$ cat config.mk
export PLATFORM = sky130hd
export DESIGN_NAME = fetch_unit
export DESIGN_NICKNAME = d
export VERILOG_FILES = /design/src/rtl/fetch_unit.sv
export SDC_FILE = /design/constraint.sdc
export NUM_CORES = 2
export LEC_CHECK = 0
export CAP_MARGIN = 20
export CELL_PAD_IN_SITES_DETAIL_PLACEMENT = 2
export CELL_PAD_IN_SITES_GLOBAL_PLACEMENT = 2
export CORE_MARGIN = 2
export CORE_UTILIZATION = 35
export CTS_CLUSTER_SIZE = 40
export DETAILED_ROUTE_END_ITERATION = 8
export PLACE_DENSITY = 0.75
export SLEW_MARGIN = 20
export SYNTH_ARGS = -nofsm -noshare
export SYNTH_HDL_FRONTEND = slang
export SYNTH_SLANG_ARGS = --single-unit
$ cat constraint.sdc
create_clock -name clk -period 4.2 [get_ports clk]
set_input_delay 1.05 -clock clk [delete_from_list [all_inputs] [get_ports clk]]
set_output_delay 1.05 -clock clk [all_outputs]
set_load 0.01 [all_outputs]
$ cat src/rtl/fetch_unit.sv
// Instruction fetch stage: PC register, 16-entry BTB with 2-bit counters, and IF/ID pipeline register.
// Redirects from EX take priority over stalls, and stalls take priority over BTB predictions.
module fetch_unit (
  input  logic        clk,
  input  logic        rst,
  input  logic        PcWrite,
  input  logic        IFID_Write,
  input  logic        Bubble,
  input  logic [31:0] EX_RedirectPC,
  input  logic        EX_Update,
  input  logic [31:0] EX_PC,
  input  logic        EX_Taken,
  input  logic [31:0] EX_Target,
  output logic [31:0] Imem_Addr,
  input  logic [31:0] Imem_Data,
  output logic [31:0] IFID_Instr,
  output logic [31:0] IFID_PC4,
  output logic [1:0]  IFID_pcSel
);

  localparam int unsigned BtbEntries = 16;

  function automatic logic [1:0] ctr_inc(input logic [1:0] c);
    return (c == 2'b11) ? 2'b11 : c + 2'b01;
  endfunction

  function automatic logic [1:0] ctr_dec(input logic [1:0] c);
    return (c == 2'b00) ? 2'b00 : c - 2'b01;
  endfunction

  logic [31:0] pc_q, pc_d;
  logic [31:0] pc_plus4;
  logic [31:0] ifid_instr_q, ifid_instr_d;
  logic [31:0] ifid_pc4_q, ifid_pc4_d;
  logic [1:0]  ifid_sel_q, ifid_sel_d;

  logic [BtbEntries-1:0] btb_valid_q, btb_valid_d;
  logic [25:0]           btb_tag_q    [BtbEntries];
  logic [25:0]           btb_tag_d    [BtbEntries];
  logic [31:0]           btb_target_q [BtbEntries];
  logic [31:0]           btb_target_d [BtbEntries];
  logic [1:0]            btb_ctr_q    [BtbEntries];
  logic [1:0]            btb_ctr_d    [BtbEntries];

  logic [3:0]  fetch_idx;
  logic        fetch_hit;
  logic        pred_taken;
  logic [1:0]  pred_sel;
  logic [3:0]  ex_idx;
  logic        ex_hit;
  logic [1:0]  unused_ex_pc_lsb;

  assign unused_ex_pc_lsb = EX_PC[1:0];
  assign pc_plus4         = pc_q + 32'd4;

  // BTB lookup for the current fetch address (reads pre-update contents)
  always_comb begin
    fetch_idx  = pc_q[5:2];
    fetch_hit  = btb_valid_q[fetch_idx] && (btb_tag_q[fetch_idx] == pc_q[31:6]);
    pred_taken = fetch_hit && btb_ctr_q[fetch_idx][1];
    pred_sel   = pred_taken ? 2'b01 : 2'b00;
  end

  // Next-PC selection: redirect, hold, predicted target, fall-through
  always_comb begin
    pc_d = pc_plus4;
    if (Bubble) begin
      pc_d = EX_RedirectPC;
    end else if (!PcWrite) begin
      pc_d = pc_q;
    end else if (pred_taken) begin
      pc_d = btb_target_q[fetch_idx];
    end else begin
      pc_d = pc_plus4;
    end
  end

  // IF/ID next state: flush on redirect, hold on stall, otherwise capture the fetch
  always_comb begin
    ifid_instr_d = ifid_instr_q;
    ifid_pc4_d   = ifid_pc4_q;
    ifid_sel_d   = ifid_sel_q;
    if (Bubble) begin
      ifid_instr_d = 32'h0000_0000;
      ifid_pc4_d   = 32'h0000_0000;
      ifid_sel_d   = 2'b00;
    end else if (IFID_Write) begin
      ifid_instr_d = Imem_Data;
      ifid_pc4_d   = pc_plus4;
      ifid_sel_d   = pred_sel;
    end else begin
      ifid_instr_d = ifid_instr_q;
      ifid_pc4_d   = ifid_pc4_q;
      ifid_sel_d   = ifid_sel_q;
    end
  end

  // BTB training from the resolved branch in EX; a not-taken miss leaves the table alone
  always_comb begin
    btb_valid_d  = btb_valid_q;
    btb_tag_d    = btb_tag_q;
    btb_target_d = btb_target_q;
    btb_ctr_d    = btb_ctr_q;
    ex_idx       = EX_PC[5:2];
    ex_hit       = btb_valid_q[ex_idx] && (btb_tag_q[ex_idx] == EX_PC[31:6]);
    if (EX_Update) begin
      if (ex_hit) begin
        if (EX_Taken) begin
          btb_ctr_d[ex_idx]    = ctr_inc(btb_ctr_q[ex_idx]);
          btb_target_d[ex_idx] = EX_Target;
        end else begin
          btb_ctr_d[ex_idx]    = ctr_dec(btb_ctr_q[ex_idx]);
        end
      end else if (EX_Taken) begin
        btb_valid_d[ex_idx]  = 1'b1;
        btb_tag_d[ex_idx]    = EX_PC[31:6];
        btb_target_d[ex_idx] = EX_Target;
        btb_ctr_d[ex_idx]    = 2'b10;
      end else begin
        btb_valid_d = btb_valid_q;
      end
    end else begin
      btb_valid_d = btb_valid_q;
    end
  end

  // State registers; reset overrides redirect, update and hold inputs
  always_ff @(posedge clk) begin
    if (rst) begin
      pc_q         <= 32'h0000_0000;
      ifid_instr_q <= 32'h0000_0000;
      ifid_pc4_q   <= 32'h0000_0000;
      ifid_sel_q   <= 2'b00;
      btb_valid_q  <= '0;
      for (int i = 0; i < BtbEntries; i++) begin
        btb_tag_q[i]    <= 26'd0;
        btb_target_q[i] <= 32'd0;
        btb_ctr_q[i]    <= 2'b00;
      end
    end else begin
      pc_q         <= pc_d;
      ifid_instr_q <= ifid_instr_d;
      ifid_pc4_q   <= ifid_pc4_d;
      ifid_sel_q   <= ifid_sel_d;
      btb_valid_q  <= btb_valid_d;
      btb_tag_q    <= btb_tag_d;
      btb_target_q <= btb_target_d;
      btb_ctr_q    <= btb_ctr_d;
    end
  end

  assign Imem_Addr  = pc_q;
  assign IFID_Instr = ifid_instr_q;
  assign IFID_PC4   = ifid_pc4_q;
  assign IFID_pcSel = ifid_sel_q;

endmodule

# [Word level (Yosys, flattened, before mapping)]
# Index checks and enable logic that the tools add are counted.
[word_totals] ff_bits=1074 inputBits=135 out_inout_bits=98 word_cells=124
[classes] add_sub_neg=3 order_cmp=6 n_eq_ne=3 n_mux=40 bitwise=7 n_reduce_logical=12
[ops] op="bitwise mux 512 bit" n=1
[ops] op="bitwise mux 416 bit" n=1
[ops] op="two-way mux 32 bit" n=9
[ops] op="binary-select mux 26 bit (select 4 bit)" n=2
[ops] op="two-way mux 26 bit" n=5
[ops] op="binary-select mux 32 bit (select 4 bit)" n=1
[ops] op="demux 32 bit (select 4 bit)" n=1
[ops] op="demux 26 bit (select 4 bit)" n=1
[ops] op="bitwise mux 32 bit" n=2
[ops] op="equality test 26 bit" n=2
[ops] op="adder 32 x 3 -> 32 bit, second input constant" n=1
[ops] op="bitwise OR 16 bit" n=2
[ops] op="AND 16 bit" n=1
[ops] op="binary-select mux 2 bit (select 4 bit)" n=2
[ops] op="NOT 16 bit" n=1
[ops] op="two-way mux 2 bit" n=7
[ops] op="greater-or-equal comparator 5 bit, second input constant" n=2
[ops] op="less-than comparator 4 x 5 -> 1 bit, second input constant" n=2
[ops] op="NOT 4 -> 5 bit" n=2
[ops] op="binary-select mux 1 bit (select 4 bit)" n=2
[ops] op="demux 2 bit (select 4 bit)" n=1
[ops] op="logical AND 1 bit" n=5
[ops] op="less-than comparator 5 x 1 -> 1 bit, second input constant" n=1
[ops] op="demux 1 bit (select 4 bit)" n=1
[ops] op="11 further kinds" n=16

# [Longest topological paths before layout]
[depth] ltp_word=10 ltp_mapped=16 depth_no_buf=9

# [Worst setup path before layout]
# Ideal clock, no wire load.
[synth_timing] kind="input to register" start="input EX_PC[2]" end="register btb_ctr_q[21] in the netlist's numbering" t_arrival_ns=4.006 path_slack_ns=0.064 path_stages=10 cell_sequence="buf_6 > buf_2 > buf_2 > buf_2 > mux4_2 > mux4_2 > maj3_1 > clkbuf_1 > o31ai_1 > nor3_2"
[synth_between] elab_chain_len=9
[synth_lines] item="start, declared" line="11" source="input logic [31:0] EX_PC,"
[synth_lines] item="NOT 4 -> 5 bit (not written as such)"
[synth_lines] item="binary-select mux 2 bit (select 4 bit)" line="109, 112"
[synth_lines] item="two-way mux 2 bit (not written as such) (2 in series)" line="109, 112"
[synth_lines] item="subtractor 2 x 1 -> 2 bit (tied with other cells)" line="28" source="return (c == 2'b00) ? 2'b00 : c - 2'b01;"
[synth_lines] item="two-way mux 2 bit, on equally long branches" line="28, 24"
[synth_lines] item="bitwise mux 32 bit, on equally long branches" line="112, 109"
[synth_lines] item="two-way mux 32 bit" line="108" source="if (EX_Taken) begin"
[synth_lines] item="two-way mux 32 bit" line="107" source="if (ex_hit) begin"
[synth_lines] item="end signal, assigned" line="148" source="btb_ctr_q <= btb_ctr_d;"
[synth_lines] item="end, declared" line="42" source="logic [1:0] btb_ctr_q [BtbEntries];"
# Several ways; a longest one is shown, not always the timed one. The select of a mux whose other input is x is not followed.
# A chain may end at the register's enable or synchronous reset.

# [Worst setup path after layout]
[layout_timing] start="input EX_PC[2]" end="register btb_tag_q[57] in the netlist's numbering"
[layout_between] elab_chain_len=8
[layout_lines] item="NOT 4 -> 5 bit (not written as such)" line="105, 116"
[layout_lines] item="binary-select mux 26 bit (select 4 bit)" line="105" source="ex_hit = btb_valid_q[ex_idx] && (btb_tag_q[ex_idx] == EX_PC[31:6]);"
[layout_lines] item="two-way mux 26 bit (not written as such) (2 in series)" line="105"
[layout_lines] item="equality test 26 bit" line="105"
[layout_lines] item="logical AND 1 bit" line="105"
[layout_lines] item="NOT 1 bit (no line)"
[layout_lines] item="AND reduction 3 bit (no line)"
[layout_lines] item="end signal, assigned" line="146" source="btb_tag_q <= btb_tag_d;"
[layout_lines] item="end, declared" line="38" source="logic [25:0] btb_tag_q [BtbEntries];"
# Several ways; a longest one is shown, not always the timed one. The select of a mux whose other input is x is not followed.

==> impl_metrics.toml <==
[power]
irDropWorstVdd_mv = 0.455
p_leak_nw = 20.9
power_w = 0.0244
power_density_nw_per_um2 = 376

[synthesis]
synthMuxAreaShare_pct = 18.8
synthAdderAreaFrac_pct = 0.0607
ys_warn_count = 0
synth_compound_area_share_pct = 12.5
ys_dominant_reg_cell = "dfxtp_1"
yosysSeqAreaShare_pct = 40.1
synth-simple-area-share_pct = 21.5
synthArstFlopShare_pct = 0
synth_seq_cells = 1073
synth.cell_area_sq_um = 53600
syn_inst = 6016
synth_area_per_cell_sq_um = 8.90
synth_edf_count = 0
synth_top_family_by_area = "simple AND/OR/NAND/NOR gates"
synth_cell_types = 77
synth_xor_xnor_area_share_pct = 0.965
syn_nets = 6152

[placed_design]
place.detailed.hpwl_um = 164000
dpl_worst_slack_ns = -0.956
globalplace.congestion = 0.927
port-buffer-count = 229

[floorplanning]
core_sq_um = 152000
die_h_um = 395
io_pins = 233
rows = 143
die-area_sq_um = 156000
die_w_um = 395
start_util_pct = 35.3

[clock_tree]
cts_tree = "yes"
cts_made_buffers = 131
clk_latency_ns = 0.81
cts.sinks = 1073
postCtsHoldBufs = 0
clkTransAtPathRegs_ns = 0.06
htreeDepth = 4
clockBufferDepth = 3
cts-root-buf = "clkbuf_16"

[layout]
syn_to_final_growth_pct = 21.1
fillers = 16100
final_common_cell = "nand2_1"
final_cell_mix = "nand2_1 (1532), dfxtp_1 (1069), a21oi_1 (956)"
layout.nets = 6259
drive_gt1_share_pct = 22.1
final_core_util_pct = 42.7

[critical_path]
start_kind = "input port"
cp-end-kind = "flip-flop"
cp.required_ns = 4.91
crit_type = "input port to flip-flop"
crit_fanout = 14
cp.arrival_ns = 5.04

[drt]
final_antenna_net_count = 0
wl_met1_um = 101000
dr.pass1.iters = 6
viasPerCell = 6.12
met2_length_um = 127000
met3_length_um = 18300
wire_per_inst_um = 31.9
drt-initial-drc-count = 4293
route.vias.total = 50500
drt_wl_total_um = 263000
top_layer = "met5"
route.detailed.drc = 0

[sta]
worst_slew_margin_rel_pct = 19.8
slew_viol_final = 0
fmax_mhz = 231
clock_skew_ns = 0.0298
fin_crit_ns = 4.33
setup_violations = 144
finalCritPeriodShare_pct = 103
rsz0062_at_grt = "true"
hold_violations = 0
worst_pin_slew_ns = 1.20
setup_slack_ns = -0.132

[global_routing]
grt_usage_pct = 32.2
antenna_found_initial = 25
grt_max_degree = 162
grt_pass1_vias = 54500
grt_pass1_wl_um = 376000
grt.overflow.total = 0

[hold_path]
hold_path.class = "flip-flop to flip-flop"

[status]
outcome = "finished, violations left"
violations = "setup timing"

[job]
drv_cap = 0
## cell type report
type / instances / area [sq um] / area share (%)
multi-input cells: 4249 / 29400 / 45.3
flip-flops and latches: 1073 / 21500 / 33.1
repair buffers: 628 / 7060 / 10.9
clock buffers: 194 / 3820 / 5.90
well taps: 2030 / 2540 / 3.92
clock inverters: 32 / 368 / 0.567
inverters: 40 / 153 / 0.235
diodes: 10 / 25.0 / 0.0386
## power by group
group / leakage (nW) / internal, W / total [W] / switching (W)
Sequential: 8.67 / 0.0103 / 0.0105 / 0.000162
Clock: 2.06 / 0.00642 / 0.0114 / 0.00500
Combinational: 10.1 / 0.000928 / 0.00249 / 0.00156
## logic make-up after synthesis
family	count (synthesis)
compound gates	1236
simple gates	2412
mux	538
xor+xnor	59
fa+ha+maj	3
buf+inv	694
flops	1073
other cells	1
## state kept, by name, summed over array words and instances, names as in the netlist
| signal | cells |
|---|---|
| Imem_Addr | 32 |
| btb_valid_q | 16 |
| btb_tag_q | 416 |
| IFID_Instr | 32 |
| IFID_pcSel | 1 |
| btb_ctr_q | 32 |
| IFID_PC4 | 32 |
| btb_target_q | 512 |
## worst max-delay path, stage by stage
cell,delay (ns)
buf_16,0.17
buf_12,0.13
mux4_2,0.51
mux4_2,0.48
xor2_1,0.15
buf_4,0.17
nor2_2,0.35
o2111ai_1,0.20
buf_4,0.19
or4b_4,0.67
buf_16,0.21
buf_12,0.14
nand2_8,0.07
buf_12,0.18
nand2_1,0.11
a21oi_2,0.18
## stage by stage
| stage | area (sq um) | hold slack [ns] | TNS (ns) | cells |
|---|---|---|---|---|
| floorplan | 53600 | 0.433 | 0 | 6016 |
| global placement | 59800 | 0.438 | -381.20 | 7994 |
| detailed placement | 59800 | 0.448 | -403.95 | 7994 |
| CTS | 64000 | 0.456 | 0 | 8220 |
| global route | 64900 | 0.471 | -40.20 | 8251 |
| finish | 64900 | 0.453 | -4.27 | 8256 |
## what timing repair did
action / CTS / global route
gates cloned: 0 / 6
endpoints found under the hold margin: 0 / 0
setup endpoints to repair: 460 / 435
gates resized for setup: 9 / 121
setup buffers: 0 / 20
pin swaps: 0 / 37
## Yosys cell counts, types with 6 or more instances
master,instances,area (sq um)
nand2_1,1558,5850
dfxtp_1,1073,21500
a21oi_1,1004,5020
clkbuf_1,421,1580
mux4_2,369,8310
nand3_1,266,1330
nand3_2,200,2000
nor2_1,137,514
mux2i_1,136,1360
buf_1,91,342
nor3_1,68,340
buf_6,61,687
buf_2,55,275
xnor2_1,49,429
o21ai_0,47,235
inv_1,36,135
a31oi_1,33,206
mux2_2,33,372
nor2b_1,31,194
a211oi_1,27,203
and3_1,24,150
nand4_1,23,144
buf_4,22,165
a22oi_1,20,150
o21a_1,18,135
nand2_8,16,320
nor4_1,14,87.6
and2_1,12,75.1
o22ai_1,11,68.8
nand3b_1,10,75.1
xor2_1,10,87.6
a311oi_1,9,78.8
nand2b_1,9,56.3
nor3_2,9,90.1
or3_1,8,50.1
o211ai_1,7,52.6
a211o_1,6,52.6
a221oi_1,6,52.6
o221a_2,6,67.6
o221ai_1,6,52.6
or3b_1,6,52.6
## metal layers
metal | vias up | global-route usage, %
met1 | 26500 | 38.7
met3 | 766 | 5.91
met4 | 24 | 18.0
met5 | - | 0
li1 | 21300 | -
met2 | 1975 | 54.2
## final timing paths
path         slack (ns)  cells after the start                       endpoint                     startpoint
min                0.45                      2  btb_target_q[66]$_SDFFE_PP0P_  btb_target_q[66]$_SDFFE_PP0P_
max               -0.13                     16     btb_tag_q[57]$_SDFFE_PP0P_                       EX_PC[2]
max reg2reg       -0.09                     12     Imem_Addr[30]$_SDFFE_PP0P_      Imem_Addr[2]$_SDFFE_PP0P_
min reg2reg        0.45                      2  btb_target_q[66]$_SDFFE_PP0P_  btb_target_q[66]$_SDFFE_PP0P_
Power figures use the tool's default switching activity.
